===== config.mk =====
export PLATFORM = sky130hd
export DESIGN_NAME = alu_unit
export DESIGN_NICKNAME = d
export VERILOG_FILES = /design/src/rtl/alu_pkg.sv /design/src/rtl/alu_shifter.sv /design/src/rtl/alu_unit.sv
export SDC_FILE = /design/constraint.sdc
export NUM_CORES = 1
export LEC_CHECK = 0
export ABC_AREA = 1
export CORE_MARGIN = 8
export CORE_UTILIZATION = 49
export DETAILED_ROUTE_END_ITERATION = 10
export PLACE_DENSITY = 0.79
export RECOVER_POWER = 25
export REMOVE_ABC_BUFFERS = 1
export SYNTH_ARGS = -nofsm -noshare
export SYNTH_HDL_FRONTEND = slang
export SYNTH_SLANG_ARGS = --single-unit

===== constraint.sdc =====
create_clock -name vclk -period 3.47
set_input_delay 0.5205 -clock vclk [all_inputs]
set_output_delay 0.5205 -clock vclk [all_outputs]
set_load 0.03 [all_outputs]

===== src/rtl/alu_pkg.sv =====
// Shared ALU definitions: opcode encodings, default width and shifter modes.
// Imported by alu_unit, alu_shifter and the control unit.
package alu_pkg;

  localparam int WIDTH_DEFAULT = 16;

  localparam logic [3:0] ALU_ADD   = 4'b0000;
  localparam logic [3:0] ALU_SUB   = 4'b0001;
  localparam logic [3:0] ALU_AND   = 4'b0010;
  localparam logic [3:0] ALU_OR    = 4'b0011;
  localparam logic [3:0] ALU_XOR   = 4'b0100;
  localparam logic [3:0] ALU_SLL   = 4'b0101;
  localparam logic [3:0] ALU_SRL   = 4'b0110;
  localparam logic [3:0] ALU_SRA   = 4'b0111;
  localparam logic [3:0] ALU_SLT   = 4'b1000;
  localparam logic [3:0] ALU_SLTU  = 4'b1001;
  localparam logic [3:0] ALU_PASSB = 4'b1010;
  localparam logic [3:0] ALU_PASSA = 4'b1011;

  typedef enum logic [1:0] {
    SH_SLL  = 2'b00,
    SH_SRL  = 2'b01,
    SH_SRA  = 2'b10,
    SH_PASS = 2'b11
  } shift_mode_e;

endpackage


===== src/rtl/alu_shifter.sv =====
// Barrel shifter for SLL / SRL / SRA; only the low 4 bits of the amount are used.
module alu_shifter
  import alu_pkg::*;
#(
  parameter int WIDTH = WIDTH_DEFAULT
) (
  input  logic [WIDTH-1:0] din,
  input  logic [3:0]       shamt,
  input  logic [1:0]       mode,
  output logic [WIDTH-1:0] dout
);

  always_comb begin
    dout = din;
    case (shift_mode_e'(mode))
      SH_SLL:  dout = din << shamt;
      SH_SRL:  dout = din >> shamt;
      SH_SRA:  dout = $signed(din) >>> shamt;
      default: dout = din;
    endcase
  end

endmodule


===== src/rtl/alu_unit.sv =====
// 16-bit datapath ALU with zero/positive flags. Combinational by default;
// defining ALU_OUT_REG_EN registers out/zero/pos for one cycle of latency.
module alu_unit
  import alu_pkg::*;
#(
  parameter int WIDTH = WIDTH_DEFAULT,
  parameter int OPW   = 4
) (
  input  logic             clock,
  input  logic             reset,
  input  logic [OPW-1:0]   inst_id,
  input  logic [WIDTH-1:0] in0,
  input  logic [WIDTH-1:0] in1,
  output logic [WIDTH-1:0] out,
  output logic             zero,
  output logic             pos
);

  logic [WIDTH-1:0] out_d;
  logic             zero_d;
  logic             pos_d;
  logic [WIDTH-1:0] shift_res;
  logic [1:0]       sh_mode;
  logic             slt_w;
  logic             sltu_w;

  always_comb begin
    sh_mode = SH_PASS;
    case (inst_id)
      ALU_SLL: sh_mode = SH_SLL;
      ALU_SRL: sh_mode = SH_SRL;
      ALU_SRA: sh_mode = SH_SRA;
      default: sh_mode = SH_PASS;
    endcase
  end

  alu_shifter #(
    .WIDTH (WIDTH)
  ) u_shifter (
    .din   (in0),
    .shamt (in1[3:0]),
    .mode  (sh_mode),
    .dout  (shift_res)
  );

  assign slt_w  = $signed(in0) < $signed(in1);
  assign sltu_w = in0 < in1;

  always_comb begin
    out_d = '0;
    case (inst_id)
      ALU_ADD:   out_d = in0 + in1;
      ALU_SUB:   out_d = in0 - in1;
      ALU_AND:   out_d = in0 & in1;
      ALU_OR:    out_d = in0 | in1;
      ALU_XOR:   out_d = in0 ^ in1;
      ALU_SLL,
      ALU_SRL,
      ALU_SRA:   out_d = shift_res;
      ALU_SLT:   out_d = WIDTH'(slt_w);
      ALU_SLTU:  out_d = WIDTH'(sltu_w);
      ALU_PASSB: out_d = in1;
      ALU_PASSA: out_d = in0;
      default:   out_d = '0;
    endcase
  end

  // Flags derive from the same pre-register result so they stay coherent with out.
  always_comb begin
    zero_d = (out_d == '0);
    pos_d  = ~out_d[WIDTH-1] & (out_d != '0);
  end

`ifdef ALU_OUT_REG_EN
  logic [WIDTH-1:0] out_q;
  logic             zero_q;
  logic             pos_q;

  always_ff @(posedge clock or posedge reset) begin
    if (reset) begin
      out_q  <= '0;
      zero_q <= 1'b0;
      pos_q  <= 1'b0;
    end else begin
      out_q  <= out_d;
      zero_q <= zero_d;
      pos_q  <= pos_d;
    end
  end

  assign out  = out_q;
  assign zero = zero_q;
  assign pos  = pos_q;
`else
  logic unused_clock;
  assign unused_clock = clock;

  // Reset masks the flags too, so zero reads low even though out is 0.
  assign out  = reset ? '0 : out_d;
  assign zero = ~reset & zero_d;
  assign pos  = ~reset & pos_d;
`endif

endmodule


==> results_dict.tcl, run 1 <==
set metrics [dict create \
    syn2layout_area_growth_pct 60.7 \
    power_frac_comb 1.000 \
    yosysSeqAreaShare 0 \
    critical-path-max-stage-delay_ns 0.40 \
    crit_required_ns 2.95 \
    fillerInstances 766 \
    seqPwrFrac 0 \
    synth_cells 1056 \
    drt_iter0_drc 1330 \
    power.total_mw 1.30 \
    worstMarginPinSlew_ns 0.563 \
    synth.area.top_cells "nand2_1, nand3_1, ha_1" \
    antenna_found_initial 0 \
    die_x_um 117 \
    synth_top_area_frac 0.301 \
    power.leakage_nw 4.54 \
    grt_pass1_vias 7519 \
    place_congestion 1.01 \
    finalWorstSetupSlack_ns 0.0257 \
    fin_crit_ns 3.44 \
    port_buffers 55 \
    seq_area_um2 0 \
    grt_max_degree 27 \
    drc 0 \
    synth_top_cell_by_area "nand2_1" \
    fmax_mhz 290 \
    core_mm2 0.0101 \
    hold_viol_final 0 \
    ys_types 35 \
    syn_area_mm2 0.00499 \
    crit_type "input port to output pin" \
    cp_num_buf_inv 3 \
    cp_data_arrival_time_ns 2.92 \
    crit_top_cell "nor2_1" \
    initial_core_util 0.495 \
    tns_ns 0 \
    clkbuf_count 0 \
    routed-via-count 8607 \
    crit_fanout 3 \
    setup_viol 0 \
    crit_chain "dlygate4sd2_1, buf_4, fa_2, or2_2, nand3_1, o2111ai_2, nor2_4, nand2_1, nor2_1, nand3_1, nor2_1, nand2_1, nor2_1, buf_4" \
    outcome "completed" \
    dp_slack_ns -0.705 \
    grt_overflow 0 \
    vias_per_cell 5.97 \
    startpoint_type "input port" \
    max_cap_violations 0 \
    max-vdd-ir-drop_mv 0.0947 \
    diodes 0 \
    grt_pass1_wl_mm 37.9 \
    p_clk_frac 0 \
    io_pins 56 \
    slew_violations 0 \
    relSlewSlack 0.623 \
    p_int_mw 0.544 \
    period_share 0.993 \
    seq_cells 0 \
    layout.nets 1398 \
    switching_share 0.583 \
    drive_above_1_share 0.341 \
    avgSynthCellArea_um2 4.73 \
    drtPass1Iterations 8 \
    p_switching_mw 0.760 \
    dieArea_mm2 0.0137 \
    critical_path.endpoint_type "output pin" \
    wl_per_cell_um 18.8 \
    powerDensity_mw_per_mm2 163 \
    chipHeight_um 117 \
    cp_slowest_cell "fa_2" \
    crit_family "simple AND/OR/NAND/NOR gates" \
    groute.usage.overall 0.355 \
    fp-row-count 37 \
    dp_hpwl_mm 19.6 \
    yosysWarnings 0 \
    wirelength_mm 27.1 \
    hold_path.class "input port to output pin" \
    ant_nets 0 \
]
==> per-stage QoR <==
| step | hold slack (ns) | util | std cells | cell area [um2] |
|---|---|---|---|---|
| global route | 1.94 | 0.795 | 1441 | 8020 |
| global placement | 1.89 | 0.706 | 1422 | 7130 |
| detailed placement | 1.89 | 0.706 | 1422 | 7130 |
| CTS | 1.90 | 0.737 | 1426 | 7440 |
| finish | 1.90 | 0.795 | 1441 | 8020 |
| floorplan | 1.15 | - | 1021 | 4820 |
==> tightest hold or removal path: cells and delay by family <==
family	cells	cell delay [ns]
and+or+nand+nor	1	0.11
buffers and inverters	3	0.75
==> cells by family (layout without fill, tap and decap cells) <==
logic type	Yosys count	in the layout	share of synthesized area
buf+inv	174	423	0.140
fa+ha+maj	53	53	0.136
simple gates	748	748	0.632
xor+xnor	2	2	0.00351
compound gates	79	79	0.0892
==> routing by layer <==
| metal | wire (um) | vias to the layer above | GRT usage |
|---|---|---|---|
| met5 | 0 | - | 0 |
| met4 | 2120 | 0 | 0.160 |
| met3 | 3290 | 229 | 0.0339 |
| met2 | 12100 | 703 | 0.607 |
| met1 | 9610 | 3814 | 0.441 |
| li1 | - | 3861 | - |
==> timing repair <==
action                                  CTS  global route
endpoints found under the setup margin   13            10
resized for setup                        99           167
setup buffers                             5            15
pin swaps                                21            52
hold buffers                              0             0
==> area by class of cell <==
cell class	instances	area (um2)	area share
well taps	136	170	0.0212
inverters	139	527	0.0656
repair buffers	284	2330	0.290
multi-input cells	882	5000	0.623
==> cells in the final DEF, fill, tap and decap left out, types with 19 or more instances in the layout <==
| cell type | n |
|---|---|
| buf_4 | 235 |
| ha_1 | 33 |
| nor2_2 | 27 |
| nand2_2 | 49 |
| dlymetal6s2s_1 | 19 |
| inv_2 | 40 |
| inv_1 | 97 |
| nor2_1 | 101 |
| nand2_1 | 352 |
| nand3_1 | 148 |
==> power by group through the flow <==
| stage | clock network [mW] | registers, mW | logic [mW] |
|---|---|---|---|
| after floorplan | 0 | 0 | 0.528 |
| after global placement | 0 | 0 | 1.04 |
| after detailed placement | 0 | 0 | 1.05 |
| after CTS | 0 | 0 | 1.11 |
| after global routing | 0 | 0 | 1.39 |
| final | 0 | 0 | 1.30 |
==> worst paths after layout <==
check / from / to / slack [ns] / cells past startpoint
setup / recovery: in0[1] / zero / 0.03 / 14
hold / removal: reset / out[14] / 1.90 / 4
==> synth_stat cells (all sizes together), types with 4 or more instances <==
library cell and n:
nand2 406, nand3 166, nor2 142, inv 139, ha 51, a21oi 32, buf 30, o21ai 21
nand4 15, o22ai 15, nor3 11, clkbuf 5, and2 4
Power figures use the tool's default switching activity.
==> inputs of run 2 (changes only) <==
--- a/config.mk
+++ b/config.mk
@@ -7,9 +7,9 @@
 export LEC_CHECK = 0
 export ABC_AREA = 1
 export CORE_MARGIN = 8
-export CORE_UTILIZATION = 49
+export CORE_UTILIZATION = 61
 export DETAILED_ROUTE_END_ITERATION = 10
-export PLACE_DENSITY = 0.79
+export PLACE_DENSITY = 0.94
 export RECOVER_POWER = 25
 export REMOVE_ABC_BUFFERS = 1
 export SYNTH_ARGS = -nofsm -noshare
==> run 2 against run 1 <==
- the run now fails in global routing (5_1_grt)
- synthesized cell count did not move
- area after synthesis did not move
==> results_dict.tcl, run 2 <==
set metrics [dict create \
    syn_area_mm2 0.00499 \
    ys_types 35 \
    fp-row-count 33 \
    grt_pass1_wl_mm 60.5 \
    placedCellCount 1370 \
    grt_max_degree 27 \
    synth.most_common_cell "nand2_1" \
    grt_pass1_vias 10606 \
    initial_core_util 0.617 \
    dp_hpwl_mm 20.4 \
    chipHeight_um 106 \
    io_pins 56 \
    yosysWarnings 0 \
    port_buffers 55 \
    synth.area.top_cells "nand2_1, nand3_1, ha_1" \
    die_x_um 106 \
    grt_overflow 20 \
    yosysSeqAreaShare 0 \
    groute.usage.overall 0.691 \
    error "[ERROR GRT-0116] Global routing finished with congestion. Check the congestion regions in the DRC Viewer." \
    synth_top_cell_by_area "nand2_1" \
    avgSynthCellArea_um2 4.73 \
    synth_cells 1056 \
    failed_stage "global routing (5_1_grt)" \
    synth_top_area_frac 0.301 \
    outcome "aborted with a tool error" \
    place_congestion 1.17 \
    synthTopCellsByCount "nand2_1, nand3_1, nor2_1, inv_1, ha_1" \
]
-- run 2: routing by layer --
layer | GRT overflow | GRT usage
met1 | 2 | 0.679
met2 | 12 | 0.809
met3 | 0 | 0.629
met4 | 6 | 0.659
met5 | 0 | 0.263
-- run 2: cells by family after synthesis --
family / Yosys count / share of synthesized area
AND/OR/NAND/NOR: 748 / 0.632
buffers and inverters: 174 / 0.140
AO/OA/AOI/OAI: 79 / 0.0892
adder cells (fa/ha/maj): 53 / 0.136
XOR/XNOR: 2 / 0.00351
-- run 2: stage by stage --
step	cell area, um2	TNS, ns	worst slack [ns]	hold slack, ns
2_1_floorplan	4820	0	0.209	1.15
3_3_place_gp	6950	-1.39	-0.634	1.89
3_5_place_dp	6950	-2.65	-0.809	1.91
4_1_cts	7310	0	0.00523	1.92
-- run 2: repair_timing --
item	4_1_cts
gates resized for setup	110
pin swaps	20
setup endpoints to repair	14
gates cloned	0
buffers inserted	5
hold buffers	0
==> inputs of run 3 (changes only) <==
--- a/config.mk
+++ b/config.mk
@@ -7,9 +7,9 @@
 export LEC_CHECK = 0
 export ABC_AREA = 1
 export CORE_MARGIN = 8
-export CORE_UTILIZATION = 61
+export CORE_UTILIZATION = 40
 export DETAILED_ROUTE_END_ITERATION = 10
-export PLACE_DENSITY = 0.94
+export PLACE_DENSITY_LB_ADDON = 0.15
 export RECOVER_POWER = 25
 export REMOVE_ABC_BUFFERS = 1
 export SYNTH_ARGS = -nofsm -noshare
==> run 3 against run 2 <==
- the run now ends clean
==> results_dict.tcl, run 3 (synthesis results as in run 1) <==
set metrics [dict create \
    setup_viol 0 \
    wirelength_mm 24.2 \
    critical-path-max-stage-delay_ns 0.27 \
    grt_pass1_wl_mm 38.0 \
    crit_fanout 25 \
    crit_top_cell "nand2_1" \
    clkbuf_count 0 \
    seq_cells 0 \
    ant_nets 0 \
    fillerInstances 1317 \
    antenna_found_initial 0 \
    place_area_mm2 0.00714 \
    seq_area_um2 0 \
    cp_num_buf_inv 7 \
    max-vdd-ir-drop_mv 0.0777 \
    grt_overflow 0 \
    tns_ns 0 \
    dp_hpwl_mm 19.9 \
    final_common_cell "nand2_1" \
    startpoint_type "input port" \
    cp_data_arrival_time_ns 2.77 \
    power.leakage_nw 4.55 \
    crit_type "input port to output pin" \
    placedCellCount 1459 \
    hold_path.class "input port to output pin" \
    relSlewSlack 0.613 \
    place_congestion 1.02 \
    slew_violations 0 \
    routed-via-count 7872 \
    grt_pass1_vias 7284 \
    fp-row-count 41 \
    layout_common_cells "nand2_1, buf_4, nand3_1" \
    io_pins 56 \
    port_buffers 55 \
    die_x_um 128 \
    crit_cells 18 \
    worstMarginPinSlew_ns 0.580 \
    fmax_mhz 304 \
    syn2layout_area_growth_pct 58.2 \
    wl_per_cell_um 16.4 \
    drive_above_1_share 0.321 \
    critical_path.endpoint_type "output pin" \
    grt_max_degree 33 \
    max_cap_violations 0 \
    diodes 0 \
    hold_depth 3 \
    groute.usage.overall 0.291 \
    layout.nets 1396 \
    finalNonFillerCells 1475 \
    period_share 0.948 \
    crit_required_ns 2.95 \
    dieArea_mm2 0.0163 \
    drt_iter0_drc 776 \
    initial_core_util 0.402 \
    hold_viol_final 0 \
    crit_family "buffers and inverters" \
    final_cell_area_mm2 0.00790 \
    core_mm2 0.0124 \
    drtPass1Iterations 7 \
    vias_per_cell 5.34 \
    multi_input_area_mm2 0.00487 \
    drc 0 \
    outcome "completed" \
    fin_crit_ns 3.29 \
    chipHeight_um 128 \
    powerDensity_mw_per_mm2 153 \
    cp_slowest_cell "buf_4" \
    crit_chain "dlygate4sd2_1, inv_2, buf_4, buf_4, nor2_4, nand2_1, nand3_1, o21ai_1, nand2_1, nor2_4, nand2_1, buf_4, inv_1, nand2_1, nor2_1, nand2_1, nor2_1, buf_4" \
]
[run 3: layout make-up]
class              instances  share of cell area
multi-input cells        882               0.616
well taps                172              0.0273
repair buffers           282               0.289
inverters                139              0.0670
[run 3: path summary, 6_finish.rpt]
check | start | end | slack (ns)
worst max-delay path | in1[2] | zero | 0.18
worst min-delay path | reset | out[14] | 1.77
[run 3: power by group]
group / switching [mW] / internal, mW
logic: 0.686 / 0.525
registers: 0 / 0
clock network: 0 / 0
total: 0.686 / 0.525
[run 3: tightest hold or removal path: cells and delay by family]
family                 cells  cell delay (ns)
buffers and inverters      2             0.66
and+or+nand+nor            1             0.07
[run 3: routing by layer]
layer | vias to the layer above | wire length, um | track usage | share of wire
li1 | 3849 | - | - | -
met1 | 3557 | 10100 | 0.373 | 0.42
met2 | 383 | 11200 | 0.497 | 0.46
met3 | 83 | 1720 | 0.0175 | 0.071
met4 | 0 | 1280 | 0.119 | 0.053
met5 | - | 0 | 0 | 0
[run 3: through the flow]
stage | setup slack (ns) | total power, mW | hold slack (ns) | utilization
2_1_floorplan | 0.209 | 0.528 | 1.15 | -
3_3_place_gp | -0.694 | 1.04 | 1.76 | 0.575
3_5_place_dp | -0.688 | 1.05 | 1.77 | 0.575
4_1_cts | 0.00181 | 1.12 | 1.77 | 0.608
5_1_grt | -0.00588 | 1.31 | 1.81 | 0.636
6_report | 0.181 | 1.21 | 1.77 | 0.636
[run 3: timing repair]
action | 4_1_cts | 5_1_grt
pin swaps | 22 | 48
resized for setup | 108 | 122
buffers inserted | 10 | 6
endpoints found under the setup margin | 14 | 6
hold buffers | 0 | 0
==> inputs of run 4 (changes only) <==
--- a/config.mk
+++ b/config.mk
@@ -9,6 +9,7 @@
 export CORE_MARGIN = 8
 export CORE_UTILIZATION = 40
 export DETAILED_ROUTE_END_ITERATION = 10
+export MAX_ROUTING_LAYER = met4
 export PLACE_DENSITY_LB_ADDON = 0.15
 export RECOVER_POWER = 25
 export REMOVE_ABC_BUFFERS = 1
==> run 4 against run 3 <==
- final area rose by 3.7%
- die area is the same
- non-clock buffer count is 17 higher
- total power is 5.1% higher
- combinational power up 5%
- critical path type unchanged
- highest routed layer unchanged
==> results_dict.tcl, run 4 (synthesis results as in run 1) <==
set metrics [dict create \
    outcome "completed" \
    crit_required_ns 2.95 \
    endpoint "out[7]" \
    hold_path.class "input port to output pin" \
    dp_hpwl_mm 20.4 \
    crit_top_cell "buf_4" \
    final_cell_area_mm2 0.00819 \
    place_congestion 1.04 \
    fp-row-count 41 \
    die_x_um 128 \
    max-vdd-ir-drop_mv 0.0826 \
    fmax_mhz 300 \
    io_pins 56 \
    critical-path-max-stage-delay_ns 0.50 \
    vias_per_cell 5.29 \
    ant_nets 0 \
    routed-via-count 7894 \
    final_common_cell "nand2_1" \
    worstMarginPinSlew_ns 0.548 \
    chipHeight_um 128 \
    wl_per_cell_um 16.8 \
    critical_path.endpoint_type "output pin" \
    drt_iter0_drc 771 \
    cp_data_arrival_time_ns 2.81 \
    dieArea_mm2 0.0163 \
    antenna_found_initial 0 \
    layout_common_cells "nand2_1, buf_4, nand3_1" \
    grt_overflow 0 \
    finalWorstSetupSlack_ns 0.140 \
    clkbuf_count 0 \
    drive_above_1_share 0.353 \
    max_cap_violations 0 \
    relSlewSlack 0.633 \
    tns_ns 0 \
    syn2layout_area_growth_pct 64.0 \
    port_buffers 55 \
    hold_viol_final 0 \
    startpoint_type "input port" \
    setup_viol 0 \
    powerDensity_mw_per_mm2 155 \
    utilization 0.660 \
    layout.nets 1413 \
    power.leakage_nw 4.65 \
    grt_pass1_wl_mm 38.9 \
    groute.usage.overall 0.305 \
    place_area_mm2 0.00726 \
    crit_type "input port to output pin" \
    initial_core_util 0.402 \
    cp_slowest_cell "clkdlybuf4s50_1" \
    crit_start "in0[15]" \
    drtPass1Iterations 6 \
    crit_chain "clkdlybuf4s50_1, buf_4, nand2_1, nor2_1, nand3_1, a21boi_0, o21ai_1, nand2_1, nor2_2, buf_4, buf_4, nor2_1, dlygate4sd2_1" \
    seq_cells 0 \
    seq_area_um2 0 \
    dp_slack_ns -0.704 \
    wirelength_mm 25.0 \
    power.total_mw 1.27 \
    drc 0 \
    diodes 0 \
    fin_crit_ns 3.33 \
    crit_fanout 10 \
    postCtsHoldBufs 0 \
    core_mm2 0.0124 \
    grt_pass1_vias 7525 \
    grt_max_degree 32 \
    period_share 0.960 \
    slew_violations 0 \
]
-- run 4: power breakdown --
part	internal (mW)	switching, mW	total, mW	leakage [nW]
Sequential	0	0	0	0
Combinational	0.550	0.722	1.27	4.65
Clock	0	0	0	0
Total	0.550	0.722	1.27	4.65
-- run 4: area by class of cell --
type / instances / area [um2]
multi-input combinational: 882 / 5040
inverter: 139 / 532
timing repair buffer: 299 / 2400
fill: 1240 / 4230
tap: 172 / 215
-- run 4: critical path, delay by kind of cell --
family | cells | cell delay [ns]
AO/OA/AOI/OAI | 2 | 0.28
buffers and inverters | 5 | 1.36
AND/OR/NAND/NOR | 6 | 0.63
-- run 4: metrics by stage --
stage                     hold slack (ns)  cells
after floorplan                      1.15   1021
after global placement               1.94   1475
after detailed placement             1.94   1475
after CTS                            1.95   1487
after global routing                 1.92   1492
final                                1.84   1492
-- run 4: worst min-delay path by stage --
stage	start	endpoint	slack (ns)	cells after the start
finish	in1[15]	pos	1.84	10
global route	in1[15]	pos	1.92	10
detailed placement	reset	out[10]	1.94	3
global placement	reset	zero	1.94	3
CTS	reset	out[10]	1.95	3
floorplan	reset	out[0]	1.15	1
-- run 4: what timing repair did --
item                                    CTS  global route
resized for setup                       135           147
endpoints found under the hold margin     0             0
endpoints found under the setup margin   12             6
pin swaps                                28            47
setup buffers                            12             6
-- run 4: metal layers --
metal  wire length [um]  track usage  vias to the layer above  share of wire
met1              10400        0.376                     3524           0.41
met4               1320        0.129                        0          0.053
li1                   -            -                     3890              -
met3               1900       0.0212                       88          0.076
met5                  0            -                        -              0
met2              11500        0.506                      392           0.46
==> RTL edit (settings of run 4) <==
Set the package constant `WIDTH_DEFAULT` to 14 (it was 16).
--- a/src/rtl/alu_pkg.sv
+++ b/src/rtl/alu_pkg.sv
@@ -3,5 +3,5 @@
 package alu_pkg;
 
-  localparam int WIDTH_DEFAULT = 16;
+  localparam int WIDTH_DEFAULT = 14;
 
   localparam logic [3:0] ALU_ADD   = 4'b0000;
Ports: changed (resized in0, in1 and out); port bits go from 56 to 50. No check against the original RTL was run, so the function may have changed too.
==> RTL edit against run 4 <==
Setup slack got worse by 0.044 ns. Synthesized area fell by 12%. Power decreased by 19%. Critical path depth rose by 3. Routed wire length shrank 17%. Global-route usage fell by 2.2 points. Final area is 19% lower.
==> RTL edit: results (changes against run 4) <==
setup_path:
  crit_family: "simple AND/OR/NAND/NOR gates"  # was buffers and inverters
  arrival_ns: 2.85  # was 2.81 ns
  path_max_fanout: 4  # was 10
  max_stage_delay_ns: 0.57  # was 0.50 ns
  cp_slowest_cell: "clkdlybuf4s50_1"  # unchanged
finish:
  layout-drive-gt1-share_pct: 32.1  # was 35.3%
  seq_cells: 0  # unchanged
  nClkBuffers: 0  # unchanged
  diodes: 0  # unchanged
  final-seq-area_um2: 0  # unchanged
  nets: 1161  # was 1413
  fill_cells: 1160  # was 1240
global_route:
  grt_max_degree: 34  # was 32
  antenna_found_initial: 1  # was 0
  grt_pass1_vias: 5881  # was 7525
  grt_pass1_wl_mm: 31.9  # was 38.9 mm
  grt_usage_pct: 28.3  # was 30.5%
drt:
  firstDrtPassIters: 6  # unchanged
  vias_per_cell: 5.26  # was 5.29
  drt-initial-drc-count: 613  # was 771
  wl_mm: 20.8  # was 25.0 mm
placement:
  gp_congestion: 0.979  # was 1.04
  port_buffers: 49  # was 55
  post-place-ws_ns: -0.261  # was -0.704 ns
  hpwlAfterDp_mm: 17.5  # was 20.4 mm
  postPlaceCellArea_um2: 5990  # was 7260 um2
yosys:
  yosys_warnings: 0  # unchanged
  ys_top_cells_by_count: "293 x nand2_1, 160 x nand3_1, 119 x nor2_1"  # was 400 x nand2_1, 166 x nand3_1, 135 x nor2_1
  synth_compound_area_share_pct: 9.87  # was 8.92%
  synthAdderAreaFrac_pct: 13.7  # was 13.6%
  synth_area_leaders: "nand2_1 25%, nand3_1 18%, ha_1 13%"  # was nand2_1 30%, nand3_1 17%, ha_1 13%
  ys_seq_area_share_pct: 0  # unchanged
  synthMuxAreaShare_pct: 0  # unchanged
  yosysUniqueCellTypes: 37  # was 35
  synthXorXnorAreaFrac_pct: 0.199  # was 0.351%
power:
  internal_power_mw: 0.440  # was 0.550 mW
  leakagePower_nw: 3.75  # was 4.65 nW
  vdd_ir_drop_max_mv: 0.0767  # was 0.0826 mV
min_path:
  min_path_type: "primary input to output pin"  # unchanged
timing:
  relSlewSlack_pct: 60.4  # was 63.3%
status:
  status: "complete, no violations"  # unchanged
## RTL edit: repair_timing
item	CTS	global route
gates resized for setup	44	143
buffers inserted	1	11
setup endpoints to repair	7	9
pin swaps	5	47
## RTL edit: cell type report
type / instances / share of cell area [%]
inverter: 122 / 6.98
multi-input combinational: 745 / 63.8
tap: 140 / 2.63
timing repair buffer: 211 / 26.6
## RTL edit: worst paths after layout
| path | start | endpoint | slack, ns | cells past startpoint |
|---|---|---|---|---|
| worst min-delay path | in1[3] | out[1] | 1.83 | 6 |
| worst max-delay path | inst_id[2] | zero | 0.1 | 16 |
## RTL edit: per-layer routing
metal  track usage (%)  part of all wire [%]  wire (um)
met1              37.4                    45       9360
met2              46.3                    46       9680
met3              1.02                   5.6       1170
met4              7.42                   2.9        614
met5                 -                     0          0
## RTL edit: through the flow
| step | instances | power, mW |
|---|---|---|
| floorplan | 867 | 0.460 |
| global placement | 1206 | 0.891 |
| detailed placement | 1206 | 0.889 |
| CTS | 1207 | 0.926 |
| global route | 1218 | 1.12 |
| finish | 1218 | 1.03 |
## RTL edit: kinds of logic (layout without fill, tap and decap cells)
group | after synthesis | in the layout
and+or+nand+nor | 622 | 622
buffers and inverters | 154 | 333
adders and majority gates | 47 | 47
AOI/OAI and AO/OA | 75 | 75
xor gates and xnor gates | 1 | 1
## RTL edit: power groups by stage
stage	logic [mW]	clock network [mW]	registers (mW)
4_1_cts	0.926	0	0
6_report	1.03	0	0
2_1_floorplan	0.460	0	0
3_5_place_dp	0.889	0	0
5_1_grt	1.12	0	0
3_3_place_gp	0.891	0	0
